===== config.mk =====
export PLATFORM = sky130hd
export DESIGN_NAME = ted_cpu_timing
export DESIGN_NICKNAME = d
export VERILOG_FILES = /design/src/rtl/ted_timing_pkg.sv /design/src/rtl/cpu_phase_div.sv /design/src/rtl/ted_cpu_timing.sv
export SDC_FILE = /design/constraint.sdc
export NUM_CORES = 1
export LEC_CHECK = 0
export ABC_AREA = 1
export CELL_PAD_IN_SITES_DETAIL_PLACEMENT = 1
export CELL_PAD_IN_SITES_GLOBAL_PLACEMENT = 2
export CORE_AREA = 2 2 74 76
export DETAILED_ROUTE_END_ITERATION = 10
export DIE_AREA = 0 0 76 78
export GPL_ROUTABILITY_DRIVEN = 0
export HOLD_SLACK_MARGIN = 0.02
export MAX_ROUTING_LAYER = met4
export PLACE_DENSITY_LB_ADDON = 0.08
export SLEW_MARGIN = 15
export SYNTH_ARGS = -nofsm -noshare
export SYNTH_HDL_FRONTEND = slang
export SYNTH_SLANG_ARGS = --single-unit

===== constraint.sdc =====
create_clock -name clk -period 1.9 [get_ports clk]
set_clock_uncertainty 0.2 [all_clocks]
set_input_delay 0.285 -clock clk [delete_from_list [all_inputs] [get_ports clk]]
set_output_delay 0.285 -clock clk [all_outputs]
set_load 0.01 [all_outputs]

===== src/rtl/ted_timing_pkg.sv =====
// Shared timing definitions for the TED CPU-timing stage and the raster/DMA request logic.
package ted_timing_pkg;

   typedef enum logic [1:0] {
      IDLE = 2'd0,
      WARN = 2'd1,
      DMA  = 2'd2
   } ted_state_e;

   localparam int CLK_DIV_DEF     = 16;
   localparam int WARN_CYCLES_DEF = 3;
   localparam int LEN_W_DEF       = 7;

endpackage


===== src/rtl/cpu_phase_div.sv =====
// Phase counter and speed latch. cpu_enable is a look-ahead flag: it is high the clock
// before a CPU strobe, so the parent can register the strobe and anything aligned with it.
module cpu_phase_div
   import ted_timing_pkg::*;
#(
   parameter int CLK_DIV = CLK_DIV_DEF
) (
   input  logic clk,
   input  logic reset,
   input  logic req_fast,
   output logic cpu_enable,
   output logic phase_end
);

   localparam int CW = $clog2(CLK_DIV);
   localparam logic [CW-1:0] LAST     = CW'(CLK_DIV - 1);
   localparam logic [CW-1:0] PRE_END  = CW'(CLK_DIV - 2);
   localparam logic [CW-1:0] PRE_HALF = CW'(CLK_DIV / 2 - 2);

   logic [CW-1:0] cnt_q, cnt_d;
   logic          fast_q, fast_d;

   // Speed is only re-sampled on the boundary clock, so a period never gets cut short.
   always_comb begin
      cnt_d  = (cnt_q == LAST) ? '0 : cnt_q + 1'b1;
      fast_d = (cnt_q == LAST) ? req_fast : fast_q;
   end

   always_ff @(posedge clk) begin
      if (reset) begin
         cnt_q  <= '0;
         fast_q <= 1'b0;
      end else begin
         cnt_q  <= cnt_d;
         fast_q <= fast_d;
      end
   end

   assign phase_end  = (cnt_q == LAST);
   assign cpu_enable = (cnt_q == PRE_END) || (fast_q && (cnt_q == PRE_HALF));

endmodule


===== src/rtl/ted_cpu_timing.sv =====
// CPU bus-timing stage: cycle strobes for the 8501 shell plus the TED DMA handshake
// (RDY warning window, then AEC-low bus ownership for a requested number of slots).
module ted_cpu_timing
   import ted_timing_pkg::*;
#(
   parameter int CLK_DIV     = CLK_DIV_DEF,
   parameter int WARN_CYCLES = WARN_CYCLES_DEF,
   parameter int LEN_W       = LEN_W_DEF
) (
   input  logic             clk,
   input  logic             reset,
   input  logic             fast_mode,
   input  logic             force_slow,
   input  logic             dma_req,
   input  logic [LEN_W-1:0] dma_len,
   output logic             cpu_enable,
   output logic             rdy,
   output logic             aec,
   output logic             dma_slot,
   output logic             dma_ack,
   output logic             busy
);

   localparam int WW = $clog2(WARN_CYCLES + 1);
   localparam logic [WW-1:0] WARN_LAST = WW'(WARN_CYCLES - 1);

   ted_state_e       state_q, state_d;
   logic [LEN_W-1:0] len_q, len_d;
   logic [LEN_W-1:0] slot_cnt_q, slot_cnt_d;
   logic [WW-1:0]    warn_cnt_q, warn_cnt_d;
   logic             cpu_enable_q, cpu_enable_d;
   logic             rdy_q, rdy_d;
   logic             aec_q, aec_d;
   logic             dma_slot_q, dma_slot_d;
   logic             dma_ack_q, dma_ack_d;
   logic             busy_q, busy_d;

   logic strobe_next;
   logic boundary;
   logic req_fast;

   // Double speed is only granted while idle; the divider samples this on the boundary clock.
   assign req_fast = boundary & fast_mode & ~force_slow & (state_q == IDLE);

   cpu_phase_div #(
      .CLK_DIV (CLK_DIV)
   ) u_phase_div (
      .clk        (clk),
      .reset      (reset),
      .req_fast   (req_fast),
      .cpu_enable (strobe_next),
      .phase_end  (boundary)
   );

   always_comb begin
      state_d    = state_q;
      len_d      = len_q;
      slot_cnt_d = slot_cnt_q;
      warn_cnt_d = warn_cnt_q;
      dma_ack_d  = 1'b0;
      case (state_q)
         IDLE: begin
            if (dma_req && (dma_len != '0)) begin
               state_d    = WARN;
               len_d      = dma_len;
               slot_cnt_d = '0;
               warn_cnt_d = '0;
               dma_ack_d  = 1'b1;
            end
         end
         WARN: begin
            if (cpu_enable_q) begin
               if (warn_cnt_q == WARN_LAST) state_d = DMA;
               else                         warn_cnt_d = warn_cnt_q + 1'b1;
            end
         end
         DMA: begin
            if (dma_slot_q) begin
               if (slot_cnt_q == len_q - 1'b1) state_d = IDLE;
               else                            slot_cnt_d = slot_cnt_q + 1'b1;
            end
         end
         default: state_d = IDLE;
      endcase

      // Outputs follow the next state so every pin comes straight from a flop.
      cpu_enable_d = strobe_next;
      rdy_d        = (state_d == IDLE);
      aec_d        = (state_d != DMA);
      busy_d       = (state_d != IDLE);
      dma_slot_d   = strobe_next && (state_d == DMA);
   end

   always_ff @(posedge clk) begin
      if (reset) begin
         state_q      <= IDLE;
         len_q        <= '0;
         slot_cnt_q   <= '0;
         warn_cnt_q   <= '0;
         cpu_enable_q <= 1'b0;
         rdy_q        <= 1'b1;
         aec_q        <= 1'b1;
         dma_slot_q   <= 1'b0;
         dma_ack_q    <= 1'b0;
         busy_q       <= 1'b0;
      end else begin
         state_q      <= state_d;
         len_q        <= len_d;
         slot_cnt_q   <= slot_cnt_d;
         warn_cnt_q   <= warn_cnt_d;
         cpu_enable_q <= cpu_enable_d;
         rdy_q        <= rdy_d;
         aec_q        <= aec_d;
         dma_slot_q   <= dma_slot_d;
         dma_ack_q    <= dma_ack_d;
         busy_q       <= busy_d;
      end
   end

   assign cpu_enable = cpu_enable_q;
   assign rdy        = rdy_q;
   assign aec        = aec_q;
   assign dma_slot   = dma_slot_q;
   assign dma_ack    = dma_ack_q;
   assign busy       = busy_q;

endmodule


After elaboration in Yosys (flattened, before gate mapping)

Index checks and enable logic that the tools add are counted.

Bits in registers: 29
Input port bits: 12
Output and inout port bits: 6
Word-level logic and storage cells: 65

Add/sub/neg operators: 4
Equality and inequality tests: 14
Multiplexer cells: 15
Bitwise gates (word level): 5
Reduce and logical (&&, ||, !) cells: 15

Operator list:

| cell                  | count |
|---|---|
| $mux W7               | 3 |
| $mux W2               | 8 |
| $pmux W7 S2           | 1 |
| $ne A2 B2 Y1 const B  | 5 |
| $eq A4 B4 Y1 const B  | 2 |
| $reduce_and A4 Y1     | 2 |
| $add A7 B1 Y7 const B | 1 |
| $eq A7 B7 Y1          | 1 |
| $reduce_bool A7 Y1    | 1 |
| $sub A7 B1 Y7 const B | 1 |
| $eq A2 B2 Y1 const B  | 3 |
| $pmux W2 S3           | 1 |
| $reduce_bool A2 Y1    | 3 |
| $add A4 B1 Y4 const B | 1 |
| $eq A4 B3 Y1 const B  | 1 |
| $logic_not A2 Y1      | 2 |
| $pmux W2 S2           | 1 |
| $reduce_or A2 Y1      | 2 |
| $and A1 B1 Y1         | 3 |
| $logic_and A1 B1 Y1   | 3 |
| $add A2 B1 Y2 const B | 1 |
| $eq A2 B1 Y1 const B  | 1 |
| $ne A2 B1 Y1 const B  | 1 |
| $not A1 Y1            | 2 |
| 3 further kinds       | 3 |

Depth between registers and ports, before layout

Depth after elaboration: 7
Depth in mapped cells: 14

Modules after synthesis

From an unflattened synthesis, not the netlist that was laid out.

Cells, all modules: 221
Area, all modules: 1,529.0 µm²

Modules (own cells, without submodules):

| module         | times used | cells an instance | area an instance (µm²) | sequential area each (µm²) |
|---|---|---|---|---|
| ted_cpu_timing | 1          | 192               | 1,305.0                | 480.5 |
| cpu_phase_div  | 1          | 29                | 224.0                  | 100.1 |

Worst setup path before layout

Ideal clock, no wire load.

Path kind: register to register
Start point: register len_q[0]
End point: register slot_cnt_q[0]
Arrival time: 1,458 ps
Path slack: 130 ps
Cell stages (with the launch flop): 14
Clock period less this slack: 1,770 ps
Cell sequence: dfxtp_1 inv_2 ha_1 inv_1 nand2_1 nand2_1 nor2_2 nand3_2 nor2_4 nand3_4 nand2_4 inv_2 nor2_1 nor2_1

Word-level cells in the longest chain between the ends: 4

Ends and longest elaborated chain:

| element                            | RTL line              | source |
|---|---|---|
| from (decl)                        | ted_cpu_timing.sv:28  | `logic [LEN_W-1:0] len_q, len_d;` |
| from (signal assigned)             | ted_cpu_timing.sv:108 | `len_q <= len_d;` |
| $sub A7 B1 Y7                      | ted_cpu_timing.sv:79  | `if (slot_cnt_q == len_q - 1'b1) state_d = IDLE;` |
| $eq A7 B7 Y1                       | ted_cpu_timing.sv:79  |  |
| $ne A2 B2 Y1 (no source line)      | n/a                   |  |
| $reduce_and A4 Y1 (no source line) | n/a                   |  |
| to (signal assigned)               | ted_cpu_timing.sv:109 | `slot_cnt_q <= slot_cnt_d;` |
| to (decl)                          | ted_cpu_timing.sv:29  | `logic [LEN_W-1:0] slot_cnt_q, slot_cnt_d;` |

No other way between the ends.
A chain may end at the register's enable or synchronous reset.

Worst setup path after layout

Start point: register len_q[0]
End point: register slot_cnt_q[1]

The elaborated chain is that of the path after synthesis.

==> flow_summary_export.csv <==
group,metric,value,unit
outcome,status,"finished, final reports clean",
hold_path,hold_path.class,"flip-flop to flip-flop",
grt,grt_max_degree,10,
flow_run,maxCapViolCount,0,
synth,synthMuxAreaShare,0,%
grt,grt_pass1_wl,6810,um
routing,drt_pre_antenna_iters,4,
clock_tree,clock-sinks,29,
setup_path,crit_path_end_kind,"flip-flop",
finish,fillers,643,
routing,drc,0,
sta,worst_slew_pin_slew,0.288,ns
clock_tree,path_clk_slew,0.07,ns
grt,antenna_found_initial,0,
finish,multi_input_area,833,sq um
pwr,p_leak,0.822,nW
die,dieArea,5930,sq um
clock_tree,cts_max_level,2,
routing,routedWlPerCell,12.9,um
die,die_x,76,um
sta,slew_headroom,80.8,%
clock_tree,cts-root-buf,"clkbuf_8",
synth,yosysWarningCount,0,
setup_path,critPathMaxFanout,8,
die,dieHeight,78,um
synth,synthAdderAreaFrac,4.07,%
routing,drtAntennaViolNets,0,
finish,design_area,1950,sq um
die,initial_core_util,30.5,%
synth,netlist_area,1540,sq um
pwr,ir_drop,360,uV
grt,overflow,0,
die,rows,26,
grt,first_global_vias,1476,
clock_tree,clock_latency,0.28,ns
synth,yosys.area.top_type,"dfxtp_1",
grt,grt_usage,15.2,%
setup_path,crit_top_cell,"inv_2",
synth,synth_fp_nets,231,
routing,via_count,1419,
setup_path,max_stage_delay,0.34,ns
finish,final_nets,260,
pwr,total_power,1.39,mW
synth,yosys.cell_types.count,29,
finish,drive_above_1_share,19.3,%
die,ios,18,
synth,yosys_register_bits,29,
sta,min_period,1.84,ns
finish,syn2layout_area_growth,26.9,%
die,coreArea,5040,sq um
sta,finalCritPeriodShare,97.0,%
setup_path,path_class,"flip-flop to flip-flop",
place,io_buffers,17,
finish,final_cell_mix,"nand2_1 (43), inv_1 (30), dfxtp_1 (27)",
clock_tree,cts_made_buffers,5,
finish,diodes,0,
sta,setup_viol,0,
sta,hold_ws,0.258,ns
setup_path,crit_required,1.88,ns
clock_tree,clk_path_buf_depth,2,
place,place_hpwl,3250,um
sta,timing.fmax,0.543,GHz
clock_tree,tritoncts,"built",
setup_path,crit_chain,"inv_2 > ha_4 > inv_2 > nand2_1 > nand2_1 > nor2_2 > nand3_2 > nor2_4 > nand3_4 > nand2_4 > inv_2 > nor2_1 > nor2_1",
synth,synth_cells,214,
sta,hold_violations,0,
synth,netlist_top_cells_area,"dfxtp_1 (38%), nand2_1 (11%), inv_1 (7.8%)",
setup_path,slowest_stage,"dfxtp_2",
routing,drt-initial-drc-count,28,
pwr,power_density,712,nW/um^2
sta,grt_setup_unrepaired,"yes",
clock_tree,hold_buffers,0,
routing,routed_wl,4040,um
sta,report.final.slew_viol_count,0,
synth,synth_compound_area_share,9.19,%
synth,yosys.area_share.simple,34.9,%
synth,syn_area_per_cell,7.19,sq um
routing,viasPerCell,4.52,
finish,final_common_cell,"nand2_1",
place,dp_slack,-0.0892,ns
sta,worst_slack,0.0568,ns
synth,synth_top_family_by_area,"simple AND/OR/NAND/NOR gates",
setup_path,arrival,1.83,ns
synth,synth_top_area_share,37.8,%
place,placed_area,1820,sq um
synth,seq_area_frac_synth,37.8,%
synth,synth-xor-area-share,3.99,%
setup_path,worstSetupStartpointType,"flip-flop",
finish,seq_area,583,sq um
## flip-flops by register name (all words and copies together), names as in the netlist, 2 cells and up
signal             flops
u_phase_div.cnt_q      4
warn_cnt_q             2
state_q                2
slot_cnt_q             7
len_q                  7
## Yosys cell counts (all sizes together)
library cell  instances
xor2                  3
o22ai                 7
o21ai                 5
nand3                22
o21bai                1
a21boi                1
nor3                  1
xnor2                 4
nor3b                 1
nand4                 2
buf                   2
and3b                 1
nor2                 30
a21oi                10
inv                  37
ha                    5
dfxtp                29
nand2                53
## per-stage QoR
stage	utilization, %	TNS, ns	std cells
after global placement	36.2	-0.624	305
after CTS	37.8	0	313
after detailed placement	36.2	-0.853	305
after floorplan	-	0	214
final	38.7	0	314
after global routing	38.7	-0.444	314
## power by group
part           internal, mW  switching [mW]  leakage, nW
combinational         0.103           0.135        0.540
clock                 0.253           0.243       0.0450
sequential            0.634          0.0205        0.238
total                 0.990           0.399        0.822
## logic make-up after synthesis
group / Yosys count
and+or+nand+nor: 110
buffers and inverters: 39
AOI/OAI and AO/OA: 24
xor gates and xnor gates: 7
DFF: 29
adders and majority gates: 5
## area by class of cell
class	instances	share of cell area (%)
flip-flops and latches	29	29.9
repair buffers	24	11.6
inverters	37	7.12
clock buffers	6	3.72
multi-input cells	146	42.7
well taps	70	4.49
clock inverters	2	0.513
## worst paths after layout
| path | endpoint | depth (start not counted) | startpoint | slack, ns |
|---|---|---|---|---|
| setup / recovery | slot_cnt_q[1]$_SDFFE_PP0P_ | 13 | len_q[0]$_SDFFE_PP0P_ | 0.06 |
| hold / removal | u_phase_div.cnt_q[0]$_SDFF_PP0_ | 1 | u_phase_div.cnt_q[0]$_SDFF_PP0_ | 0.26 |
| setup reg to reg | slot_cnt_q[1]$_SDFFE_PP0P_ | 13 | len_q[0]$_SDFFE_PP0P_ | 0.06 |
| hold reg to reg | u_phase_div.cnt_q[0]$_SDFF_PP0_ | 1 | u_phase_div.cnt_q[0]$_SDFF_PP0_ | 0.26 |
## metal layers
layer | global-route usage (%) | vias to the layer above | wire length (um) | part of all wire [%]
li1 | - | 732 | - | -
met1 | 16.3 | 667 | 1750 | 43
met2 | 27.7 | 12 | 2130 | 53
met3 | 3.14 | 8 | 84 | 2.1
met4 | 5.45 | 0 | 76 | 1.9
met5 | - | - | 0 | 0
## worst max-delay path: cells and delay by family, from the launching register on
kind,cells,cell delay [ns]
and+or+nand+nor,9,0.82
DFF,1,0.34
adders and majority gates,1,0.26
buffers and inverters,3,0.13
## timing repair
action | in CTS | in global routing
setup buffers | 0 | 1
endpoints found under the setup margin | 5 | 11
pin swaps | 2 | 4
hold endpoints to repair | 0 | 0
resized for setup | 1 | 12
No activity file was read; power rests on OpenSTA's default activity.
